## src/rtl/gnn_0_example_save_wr_master.sv

```systemverilog
// AXI4 write master for the save path. It takes a start address and a byte
// count, splits the transfer into bursts that never cross a 4KB page, and
// passes the upstream stream straight through to the W channel. Burst lengths
// are queued in a small FIFO so W beats only start after their AW handshake.
module gnn_0_example_save_wr_master #(
  parameter int C_M_AXI_ADDR_WIDTH = 64,
  parameter int C_M_AXI_DATA_WIDTH = 512,
  parameter int C_XFER_SIZE_WIDTH  = 32,
  parameter int C_MAX_BURST        = 16,
  parameter int C_MAX_OUTSTANDING  = 4
) (
  input  logic                            aclk,
  input  logic                            areset,
  input  logic                            ctrl_start,
  input  logic [C_M_AXI_ADDR_WIDTH-1:0]   ctrl_addr_offset,
  input  logic [C_XFER_SIZE_WIDTH-1:0]    ctrl_xfer_size_in_bytes,
  output logic                            ctrl_done,
  input  logic                            s_axis_tvalid,
  output logic                            s_axis_tready,
  input  logic [C_M_AXI_DATA_WIDTH-1:0]   s_axis_tdata,
  output logic                            m_axi_awvalid,
  input  logic                            m_axi_awready,
  output logic [C_M_AXI_ADDR_WIDTH-1:0]   m_axi_awaddr,
  output logic [7:0]                      m_axi_awlen,
  output logic                            m_axi_wvalid,
  input  logic                            m_axi_wready,
  output logic [C_M_AXI_DATA_WIDTH-1:0]   m_axi_wdata,
  output logic [C_M_AXI_DATA_WIDTH/8-1:0] m_axi_wstrb,
  output logic                            m_axi_wlast,
  input  logic                            m_axi_bvalid,
  output logic                            m_axi_bready
);

  // Beat counters hold ceil(size/64), which needs one bit more than size/64.
  localparam int BW = C_XFER_SIZE_WIDTH - 6 + 1;
  // Burst lengths are 1..256 beats.
  localparam int LW = 9;
  localparam int OW = $clog2(C_MAX_OUTSTANDING + 1);
  localparam int PW = (C_MAX_OUTSTANDING > 1) ? $clog2(C_MAX_OUTSTANDING) : 1;

  typedef enum logic [1:0] {IDLE, RUN, WAIT_B, DONE} state_t;

  state_t                        state_reg, state_next;
  logic [C_M_AXI_ADDR_WIDTH-1:0] aw_addr_reg;
  logic [BW-1:0]                 aw_rem_reg;
  logic [BW-1:0]                 w_rem_reg;
  logic [OW-1:0]                 outstanding_reg, outstanding_next;
  logic [LW-1:0]                 w_beat_reg;
  logic [LW-1:0]                 fifo_mem [C_MAX_OUTSTANDING];
  logic [PW-1:0]                 fifo_wr_ptr_reg, fifo_rd_ptr_reg;
  logic [OW-1:0]                 fifo_cnt_reg, fifo_cnt_next;

  logic [BW-1:0] total_beats;
  logic [6:0]    beats_to_4k;
  logic [BW-1:0] len_wide;
  logic [LW-1:0] burst_len;
  logic [LW-1:0] fifo_head;
  logic          w_active;
  logic          w_last_beat;
  logic          aw_hs, w_hs, b_hs;
  logic          fifo_push, fifo_pop;

  // Partial last beat rounds up to a whole beat.
  assign total_beats = BW'(ctrl_xfer_size_in_bytes[C_XFER_SIZE_WIDTH-1:6])
                     + BW'(|ctrl_xfer_size_in_bytes[5:0]);

  // Beats left before the current address reaches the next 4KB page (1..64).
  assign beats_to_4k = 7'd64 - {1'b0, aw_addr_reg[11:6]};

  // Burst length is the smallest of remaining beats, max burst and page room.
  always_comb begin
    len_wide = aw_rem_reg;
    if (len_wide > BW'(C_MAX_BURST)) len_wide = BW'(C_MAX_BURST);
    if (len_wide > BW'(beats_to_4k)) len_wide = BW'(beats_to_4k);
  end
  assign burst_len = len_wide[LW-1:0];

  // AW channel: address and length only change on a handshake, so they are
  // naturally stable while the slave stalls.
  assign m_axi_awvalid = (state_reg == RUN) && (aw_rem_reg != '0)
                      && (outstanding_reg < OW'(C_MAX_OUTSTANDING));
  assign m_axi_awaddr  = aw_addr_reg;
  assign m_axi_awlen   = 8'(burst_len - LW'(1));

  // W channel is a pure pass-through gated by the burst FIFO.
  assign fifo_head     = fifo_mem[fifo_rd_ptr_reg];
  assign w_active      = (fifo_cnt_reg != '0) && (w_rem_reg != '0);
  assign w_last_beat   = (w_beat_reg == fifo_head - LW'(1));
  assign m_axi_wvalid  = s_axis_tvalid & w_active;
  assign s_axis_tready = m_axi_wready & w_active;
  assign m_axi_wdata   = s_axis_tdata;
  assign m_axi_wstrb   = '1;
  assign m_axi_wlast   = w_active & w_last_beat;

  assign m_axi_bready  = (state_reg == RUN) || (state_reg == WAIT_B);
  assign ctrl_done     = (state_reg == DONE);

  assign aw_hs     = m_axi_awvalid & m_axi_awready;
  assign w_hs      = m_axi_wvalid & m_axi_wready;
  assign b_hs      = m_axi_bvalid & m_axi_bready & (outstanding_reg != '0);
  assign fifo_push = aw_hs;
  assign fifo_pop  = w_hs & w_last_beat;

  // Outstanding-burst and FIFO occupancy bookkeeping; simultaneous up/down cancel.
  always_comb begin
    outstanding_next = outstanding_reg;
    fifo_cnt_next    = fifo_cnt_reg;
    if (aw_hs && !b_hs) outstanding_next = outstanding_reg + OW'(1);
    else if (!aw_hs && b_hs) outstanding_next = outstanding_reg - OW'(1);
    if (fifo_push && !fifo_pop) fifo_cnt_next = fifo_cnt_reg + OW'(1);
    else if (!fifo_push && fifo_pop) fifo_cnt_next = fifo_cnt_reg - OW'(1);
  end

  // Next-state logic for the transfer sequencer.
  always_comb begin
    state_next = state_reg;
    case (state_reg)
      IDLE:    if (ctrl_start) state_next = (total_beats == '0) ? DONE : RUN;
      RUN:     if ((aw_rem_reg == '0) && (w_rem_reg == '0)) state_next = WAIT_B;
      WAIT_B:  if (outstanding_next == '0) state_next = DONE;
      DONE:    state_next = IDLE;
      default: state_next = IDLE;
    endcase
  end

  // State register.
  always_ff @(posedge aclk or negedge areset) begin
    if (!areset) state_reg <= IDLE;
    else         state_reg <= state_next;
  end

  // Transfer counters, address generator and burst FIFO pointers.
  always_ff @(posedge aclk or negedge areset) begin
    if (!areset) begin
      aw_addr_reg     <= '0;
      aw_rem_reg      <= '0;
      w_rem_reg       <= '0;
      outstanding_reg <= '0;
      w_beat_reg      <= '0;
      fifo_wr_ptr_reg <= '0;
      fifo_rd_ptr_reg <= '0;
      fifo_cnt_reg    <= '0;
    end else begin
      outstanding_reg <= outstanding_next;
      fifo_cnt_reg    <= fifo_cnt_next;
      if (state_reg == IDLE && ctrl_start) begin
        aw_addr_reg <= ctrl_addr_offset;
        aw_rem_reg  <= total_beats;
        w_rem_reg   <= total_beats;
      end
      if (aw_hs) begin
        aw_addr_reg     <= aw_addr_reg + (C_M_AXI_ADDR_WIDTH'(burst_len) << 6);
        aw_rem_reg      <= aw_rem_reg - BW'(burst_len);
        fifo_wr_ptr_reg <= (fifo_wr_ptr_reg == PW'(C_MAX_OUTSTANDING - 1))
                         ? '0 : fifo_wr_ptr_reg + PW'(1);
      end
      if (w_hs) begin
        w_rem_reg <= w_rem_reg - BW'(1);
        if (w_last_beat) begin
          w_beat_reg      <= '0;
          fifo_rd_ptr_reg <= (fifo_rd_ptr_reg == PW'(C_MAX_OUTSTANDING - 1))
                           ? '0 : fifo_rd_ptr_reg + PW'(1);
        end else begin
          w_beat_reg <= w_beat_reg + LW'(1);
        end
      end
    end
  end

  // Burst-length storage; validity is tracked by the pointers, not the contents.
  always_ff @(posedge aclk) begin
    if (fifo_push) fifo_mem[fifo_wr_ptr_reg] <= burst_len;
  end

endmodule

```

## config.mk

```make
export PLATFORM = sky130hd
export DESIGN_NAME = gnn_0_example_save_wr_master
export DESIGN_NICKNAME = d
export VERILOG_FILES = /design/src/rtl/gnn_0_example_save_wr_master.sv
export SDC_FILE = /design/constraint.sdc
export NUM_CORES = 1
export LEC_CHECK = 0
export ABC_AREA = 1
export ABC_CLOCK_PERIOD_IN_PS = 8200
export CORE_AREA = 5 5 485 487
export CTS_BUF_LIST = sky130_fd_sc_hd__clkbuf_4
export DETAILED_ROUTE_END_ITERATION = 8
export DIE_AREA = 0 0 490 492
export PLACE_DENSITY = 0.36
export SLEW_MARGIN = 10
export SYNTH_ARGS = -nofsm -noshare
export SYNTH_HDL_FRONTEND = slang
export SYNTH_SLANG_ARGS = --single-unit
```

## constraint.sdc

```tcl
create_clock -name aclk -period 8.2 [get_ports aclk]
set_clock_uncertainty 0.15 [all_clocks]
set_input_delay 1.64 -clock aclk [delete_from_list [all_inputs] [get_ports aclk]]
set_output_delay 1.64 -clock aclk [all_outputs]
set_load 0.01 [all_outputs]
```

# After elaboration in Yosys (flattened, before gate mapping)
# Memory sizes are Yosys's and may differ from the RTL's.
# Index checks and enable logic that the tools add are counted.
[totals]
in_bits = 615
ff_bits = 139
out_inout_bits = 654
ram_bits = 36
elab_cells = 93
n_memories = 1
[classes]
order_cmp = 3
eq_ne = 9
bitwise = 8
mux = 21
n_addsub = 14
n_reduce_logical = 28
[mem_list]
columns = ["name", "words", "word_bits", "read_ports", "rd_clocked_by_memory_dff", "write_ports", "line", "text"]
rows = [
  ["fifo_mem", 4, 9, 1, 0, 1, "49", "logic [LW-1:0] fifo_mem [C_MAX_OUTSTANDING];"],
]
[ops]
columns = ["cell", "n"]
rows = [
  ["64-bit 2-to-1 mux", 2],
  ["27-bit 2-to-1 mux", 4],
  ["27-bit zero test", 3],
  ["64-bit by 15-bit adder with 64-bit output", 1],
  ["27-bit nonzero test", 2],
  ["26-bit by 1-bit adder with 27-bit output", 1],
  ["27-bit by 5-bit > comparator with 1-bit output (second input constant)", 1],
  ["27-bit by 7-bit > comparator with 1-bit output", 1],
  ["27-bit by 1-bit subtractor with 27-bit output (second input constant)", 1],
  ["27-bit by 9-bit subtractor with 27-bit output", 1],
  ["9-bit 2-to-1 mux", 2],
  ["2-bit 2-to-1 mux", 6],
  ["3-bit 2-to-1 mux", 4],
  ["9-bit by 1-bit adder with 9-bit output (second input constant)", 1],
  ["9-bit == test", 1],
  ["1-bit logical AND", 9],
  ["9-bit by 1-bit subtractor with 9-bit output (second input constant)", 1],
  ["1-bit bitwise AND", 8],
  ["2-bit == test (second input constant)", 4],
  ["2-bit case mux with 4 select lines", 1],
  ["8-bit by 1-bit subtractor with 8-bit output (second input constant)", 1],
  ["7-bit by 6-bit subtractor with 7-bit output (first input constant)", 1],
  ["3-bit by 1-bit adder with 3-bit output (second input constant)", 2],
  ["2-bit nonzero test", 3],
  ["other kinds (15)", 22],
]

# Logic depth before layout (Yosys ltp)
# Gate-level depths: netlist (run 1).
[logic_depth]
depth_word = 11
ltp_mapped = 33

# Least setup slack after synthesis (run 1)
# OpenSTA, ideal clock, no wires.
[synth_timing]
path_type = "register -> output"
from = "register aw_rem_reg[19]"
to = "output port m_axi_awlen[6]"
arrival_time_ps = 3152
setup_slack_ps = 3258
path_stages_with_launch = 24
t_required_ps = 6410
path_buffers = 0
cell_sequence = "dfrtp_1 -> nor2_1 -> inv_1 -> nor2_1 -> nand2_1 -> nor2_1 -> nand4_1 -> nand2_1 -> nand2_1 -> inv_1 -> ha_1 -> a21oi_1 -> o21ai_1 -> nand2_1 -> o211ai_1 -> nand2_1 -> inv_1 -> o21ai_1 -> inv_1 -> ha_1 -> inv_1 -> nor2_1 -> nand3_1 -> xor2_1"
[synth_via]
elab_chain_len = 5
[synth_rtl]
columns = ["element", "line", "text"]
rows = [
  ["start: declaration", "45", "logic [BW-1:0] aw_rem_reg;"],
  ["start signal: assignment", "148", "aw_rem_reg <= total_beats;"],
  ["start signal: assignment", "153", "aw_rem_reg <= aw_rem_reg - BW'(burst_len);"],
  ["27-bit by 5-bit > comparator with 1-bit output", "73", "if (len_wide > BW'(C_MAX_BURST)) len_wide = BW'(C_MAX_BURST);"],
  ["27-bit 2-to-1 mux *", "73", ""],
  ["27-bit by 7-bit > comparator with 1-bit output", "74", "if (len_wide > BW'(beats_to_4k)) len_wide = BW'(beats_to_4k);"],
  ["9-bit 2-to-1 mux *", "74", ""],
  ["via len_wide[0]", "55", "logic [BW-1:0] len_wide;"],
  ["8-bit by 1-bit subtractor with 8-bit output *", "83", "assign m_axi_awlen = 8'(burst_len - LW'(1));"],
  ["end: declaration", "24", "output logic [7:0] m_axi_awlen,"],
]
# Mark *: on every way through the listed nets, which the timed path passes. The rest lies on a longest branch.

# Final worst setup path (run 1)
[layout_timing]
from = "register aw_rem_reg[10]"
to = "output port m_axi_awlen[6]"
# The elaborated chain is that of the path after synthesis.

==> flow_summary.json, run 1 <==
{
  "place_congestion": 0.817,
  "postLayoutSetupSlackWorst_ns": 1.01,
  "nNetsFinal": 2704,
  "route.detailed.drc": 0,
  "synth_top_area_share_pct": 25.6,
  "fin_crit_sh_pct": 87.6,
  "synthCells": 2365,
  "final_hold_viol_count": 0,
  "area_delta_synth_final_pct": 10.9,
  "fin_area_sq_um": 18900,
  "cts_buffer_depth": 2,
  "ys_seq_area_share_pct": 26.8,
  "synth.area.top_cells": "buf_4 (26%), dfrtp_1 (20%), nand2_1 (11%), edfxtp_1 (6.3%), inv_1 (4.6%)",
  "regToRegSetupSlack_ns": 1.98,
  "cts_setup_buffers": 0,
  "grt_first_pass_wirelength_mm": 158,
  "end_kind": "output pin",
  "yosys_warnings": 0,
  "drive_above_1_share_pct": 5.02,
  "drtIter0Drc": 866,
  "pre_cts_slack_ns": 1.95,
  "dr.pass1.iters": 5,
  "num_vias": 14100,
  "path_max_fanout": 9,
  "min_period_ns": 7.19,
  "drv_cap": 0,
  "ir_drop_uv": 193,
  "numClockSinks": 175,
  "min_path_type": "flop to flop",
  "cts_buffers": 17,
  "dieWidth_um": 490,
  "r2r_end": "m_axi_awaddr[39]",
  "hold_depth": 1,
  "start_util_pct": 7.38,
  "ys_ff_latch": 175,
  "hold_path_end": "fifo_cnt_reg[2]",
  "tightest_slew_ns": 1.10,
  "setup_viol": 0,
  "placed_area_sq_um": 18600,
  "path_class": "flop to output pin",
  "cp-start-kind": "flop",
  "fp.coreArea_sq_um": 231000,
  "grt_pass1_vias": 14100,
  "min_from": "fifo_cnt_reg[2]",
  "clock_latency_ns": 0.90,
  "detail-route-antenna-nets": 0,
  "io_buffers": 180,
  "synth_flop_cell": "dfrtp_1",
  "rr_startpoint": "aw_rem_reg[10]",
  "post_cts_resized": 0,
  "register_area_sq_um": 4560,
  "wl_per_cell_um": 24.7,
  "clk_pin_slew_ns": 0.24,
  "grt_usage_pct": 10.1,
  "final_core_utilization_pct": 8.18,
  "antenna_found_initial": 14,
  "yosysMostFrequentCell": "buf_4",
  "synth_area_sq_um": 17000,
  "multi_input_area_sq_um": 7370,
  "status": "completed",
  "syn_area_per_cell_sq_um": 7.21,
  "crit_arrival_ns": 5.40,
  "die_area_sq_um": 241000,
  "grt_start_max_net_pins": 92,
  "synth_enable_flop_cells": 36,
  "power_mw": 5.83,
  "gr-total-overflow": 0,
  "cts_tree": "yes",
  "synth_common_cells": "buf_4 (581), nand2_1 (499), inv_1 (207)",
  "power.density_nw_per_um2": 309,
  "tns_ns": 0,
  "hold_buffers": 0,
  "reg2regPathDepth": 29,
  "async_reset_ff_share_pct": 79.4,
  "yosys.area.top_type": "buf_4",
  "htreeDepth": 4,
  "fillers": 27200,
  "synth_cell_types": 55,
  "cts-root-buf": "clkbuf_4",
  "io_pins": 1269,
  "p_leak_nw": 6.96,
  "rsz0062_at_grt": "no",
  "fp-row-count": 177,
  "finalWirelength_mm": 126,
  "largest_reg_flops": 64,
  "slew_headroom_pct": 26.1,
  "slew_viol_final": 0,
  "die_y_um": 492,
  "crit_required_ns": 6.41,
  "timing.fmax_ghz": 0.139,
  "via_per_inst": 2.76,
  "place_hpwl_mm": 110
}
-- layout by cell type (no fill, tap or decap), drive strengths merged, types with 3 or more instances in the layout --
cell | synthesis | final
nand2 | 503 | 503
inv | 233 | 241
nor2 | 191 | 191
clkdlybuf4s50 | 0 | 179
dfrtp | 139 | 139
nand3 | 137 | 137
conb | 2 | 78
xor2 | 76 | 76
o21ai | 72 | 72
a21oi | 56 | 56
nor3 | 51 | 51
ha | 47 | 47
o211ai | 46 | 46
nand4 | 44 | 44
edfxtp | 36 | 36
o221ai | 27 | 27
xnor2 | 21 | 21
nor4 | 18 | 18
clkbuf | 17 | 17
buf | 600 | 17
clkinv | 2 | 9
nand3b | 7 | 7
diode | 0 | 6
or2 | 6 | 6
and3 | 4 | 4
a21o | 4 | 4
a22oi | 4 | 4
o22ai | 4 | 4
fa | 3 | 3
-- power by group --
part | switching (mW) | internal, mW | total, mW
Sequential | 0.461 | 1.25 | 1.71
Clock | 0.495 | 0.155 | 0.650
Combinational | 2.23 | 1.24 | 3.47
Total | 3.19 | 2.65 | 5.83
-- logic make-up (layout without fill, tap and decap cells) --
| group | count (synthesis) | count (layout) | synth area share (%) |
|---|---|---|---|
| fa+ha+maj | 50 | 50 | 3.80 |
| mux | 1 | 1 | 0.0661 |
| other cells | 2 | 84 | 0.0441 |
| flops | 175 | 175 | 26.8 |
| buf+inv | 852 | 463 | 31.7 |
| xor+xnor | 97 | 97 | 4.98 |
| compound gates | 222 | 222 | 8.11 |
| simple gates | 966 | 966 | 24.5 |
-- worst max-delay path, cell delays in order (launching register included) --
cell and delay [ns]:
dfrtp_1 0.46, nor2_1 0.26, nand2_1 0.14, nor2_1 0.17, nand3b_1 0.19, nand2_1 0.20
nand2_1 0.11, inv_1 0.07, ha_1 0.25, a21oi_1 0.13, o21ai_1 0.09, nand2_1 0.07
o211ai_1 0.08, nand2_1 0.23, inv_1 0.14, o21ai_1 0.51, inv_1 0.20, ha_1 0.27
inv_1 0.06, nor2_1 0.05, nand3_1 0.11, xor2_1 0.16, clkdlybuf4s50_1 0.56
-- how the worst max path moves through the flow --
stage,startpoint,to,slack (ns),cells past startpoint
detailed placement,aw_rem_reg[10],m_axi_awaddr[39],1.95,29
global placement,aw_rem_reg[20],m_axi_awlen[6],2.07,23
global route,aw_rem_reg[10],m_axi_awlen[6],0.39,22
CTS,aw_rem_reg[11],m_axi_awlen[6],0.85,22
finish,aw_rem_reg[10],m_axi_awlen[6],1.01,22
floorplan,aw_rem_reg[19],m_axi_awlen[6],3.26,23
-- through the flow --
stage | hold WS [ns] | cells
finish | 0.347 | 5101
global route | 0.377 | 5099
CTS | 0.352 | 5095
detailed placement | 0.316 | 5063
global placement | 0.312 | 5063
floorplan | 0.297 | 2441
-- routing by layer --
metal,track usage [%],wire length [um],part of all wire (%),up-vias
met3,10.4,27800,22,287
met4,3.93,5220,4.1,6
met2,16.4,58000,46,1022
li1,-,-,-,6337
met1,7.84,34500,27,6429
met5,0.972,304,0.24,-
-- area by class of cell --
| cell class | instances | area share [%] |
|---|---|---|
| Antenna cell | 6 | 0.0795 |
| Clock buffer | 17 | 0.675 |
| Clock inverter | 15 | 1.05 |
| Inverter | 235 | 4.69 |
| Multi-Input combinational cell | 1414 | 39.0 |
| Sequential cell | 175 | 24.1 |
| Tap cell | 3043 | 20.1 |
| Timing Repair Buffer | 196 | 10.2 |
(Power assumes the default switching activity.)
==> inputs of run 2 (changes only) <==
--- a/config.mk
+++ b/config.mk
@@ -11,7 +11,7 @@
 export CTS_BUF_LIST = sky130_fd_sc_hd__clkbuf_4
 export DETAILED_ROUTE_END_ITERATION = 8
 export DIE_AREA = 0 0 490 492
-export PLACE_DENSITY = 0.36
+export PLACE_DENSITY = 0.3
 export SLEW_MARGIN = 10
 export SYNTH_ARGS = -nofsm -noshare
 export SYNTH_HDL_FRONTEND = slang
==> run 2 against run 1 <==
  * Count of clock-buffer cells in the layout is the same
  * Critical path depth grew 2
  * Maximum frequency shrank 2.2%
  * Largest power group unchanged
==> flow_summary.json, run 2 (same netlist as run 1, synthesis figures left out) <==
{
  "crit_required_ns": 6.41,
  "power_mw": 5.78,
  "drtIter0Drc": 753,
  "io_buffers": 180,
  "antenna_found_initial": 17,
  "path_max_fanout": 9,
  "cts_buffer_depth": 2,
  "via_per_inst": 2.75,
  "largest_reg_flops": 64,
  "grt.met1_usage_pct": 7.90,
  "pre_cts_slack_ns": 1.80,
  "crit_arrival_ns": 5.56,
  "clk_pin_slew_ns": 0.30,
  "layout.cells.most_common_list": "nand2_1 (498), inv_1 (207), nor2_1 (185), clkdlybuf4s50_1 (179), dfrtp_1 (139)",
  "dr.pass1.iters": 5,
  "grt_usage_pct": 10.1,
  "grtUsageMet3_pct": 10.2,
  "cts_setup_buffers": 0,
  "grt_first_pass_wirelength_mm": 158,
  "drive_above_1_share_pct": 4.83,
  "tightest_slew_ns": 1.10,
  "final_hold_viol_count": 0,
  "min_path_type": "flop to flop",
  "die_y_um": 492,
  "io_pins": 1269,
  "fin_crit_sh_pct": 89.6,
  "postLayoutSetupSlackWorst_ns": 0.854,
  "num_vias": 14000,
  "detail-route-antenna-nets": 0,
  "grt_busiest_layer": "met2",
  "finalWirelength_mm": 126,
  "rr_startpoint": "aw_rem_reg[20]",
  "grt_start_max_net_pins": 102,
  "setup_viol": 0,
  "met2_usage_pct": 16.7,
  "numClockSinks": 175,
  "slew_headroom_pct": 26.2,
  "nNetsFinal": 2700,
  "min_from": "fifo_cnt_reg[2]",
  "cts_tree": "yes",
  "area_delta_synth_final_pct": 10.7,
  "place_hpwl_mm": 110,
  "layout_commonest_cell": "nand2_1",
  "grt_pass1_vias": 14300,
  "rsz0062_at_grt": "no",
  "tns_ns": 0,
  "start_util_pct": 7.38,
  "hold_buffers": 0,
  "status": "completed",
  "cts-root-buf": "clkbuf_4",
  "drv_cap": 0,
  "die_area_sq_um": 241000,
  "dieWidth_um": 490,
  "slew_viol_final": 0,
  "min_period_ns": 7.35,
  "fp.coreArea_sq_um": 231000,
  "cp-start-kind": "flop",
  "route.detailed.drc": 0,
  "end_kind": "output pin",
  "fp-row-count": 177,
  "post_cts_resized": 0,
  "ir_drop_uv": 133,
  "clock_latency_ns": 0.90,
  "power.density_nw_per_um2": 306,
  "path_class": "flop to output pin",
  "cts_buffers": 17,
  "place_congestion": 0.773,
  "critPathLaunch": "aw_rem_reg[20]",
  "gr-total-overflow": 0,
  "wl_per_cell_um": 24.7,
  "p_leak_nw": 6.94,
  "htreeDepth": 4,
  "timing.fmax_ghz": 0.136
}
## run 2: cell count changes in the layout (fill, tap and decap cells not counted)
cell / delta
buf_4: -4
clkinv_8: +3
diode_2: -1
inv_12: -1
inv_8: -2
## run 2: metal layers
layer / vias to the layer above / wire (um) / share of wire, %
met1: 6374 / 34900 / 28
met2: 1014 / 59000 / 47
met5: - / 519 / 0.41
li1: 6331 / - / -
met3: 267 / 27100 / 22
met4: 16 / 4110 / 3.3
## run 2: cell type report
type                       instances  area, sq um
antenna                            5         12.5
clock buffer                      17          128
clock inverter                    15          209
fill                           27200       212000
inverter                         235          886
multi-input combinational       1414         7370
sequential                       175         4560
tap                             3043         3810
timing repair buffer             192         1910
## run 2: path summary, 6_finish.rpt
path	slack (ns)	cells past startpoint	to
worst min register to register	0.34	1	fifo_cnt_reg[2]
worst max register to register	2.19	31	m_axi_awaddr[39]
worst max-delay path	0.85	24	m_axi_awlen[6]
worst min-delay path	0.34	1	fifo_cnt_reg[2]
min in group asynchronous	0.52	1	m_axi_awaddr[55]
max in group asynchronous	6.12	2	fifo_wr_ptr_reg[0]
## run 2: power by group
| group | leakage [nW] | internal, mW | total (mW) | switching (mW) |
|---|---|---|---|---|
| Combinational | 4.74 | 1.23 | 3.41 | 2.18 |
| Sequential | 2.02 | 1.25 | 1.72 | 0.472 |
| Clock | 0.172 | 0.154 | 0.653 | 0.499 |
## run 2: critical path, stage by stage (launching register included)
cell and delay [ns]:
dfrtp_1 0.46, inv_1 0.11, nand2_1 0.08, nor2_1 0.16, nand2_1 0.12, nor2_1 0.17
nand4_1 0.14, nand2_1 0.17, nand2_1 0.11, inv_1 0.07, ha_1 0.25, a21oi_1 0.13
o21ai_1 0.08, nand2_1 0.06, o211ai_1 0.08, nand2_1 0.24, inv_1 0.15, o21ai_1 0.46
inv_1 0.18, ha_1 0.26, inv_1 0.06, nor2_1 0.05, nand3_1 0.11, xor2_1 0.33
clkdlybuf4s50_1 0.63
## run 2: per-stage QoR
stage	area [sq um]	hold WS, ns	utilization (%)	instances
final	18900	0.340	8.17	5096
after floorplan	17300	0.297	-	2441
after CTS	18900	0.342	8.17	5091
after global routing	18900	0.391	8.17	5095
after global placement	18500	0.315	8.02	5059
after detailed placement	18500	0.314	8.02	5059
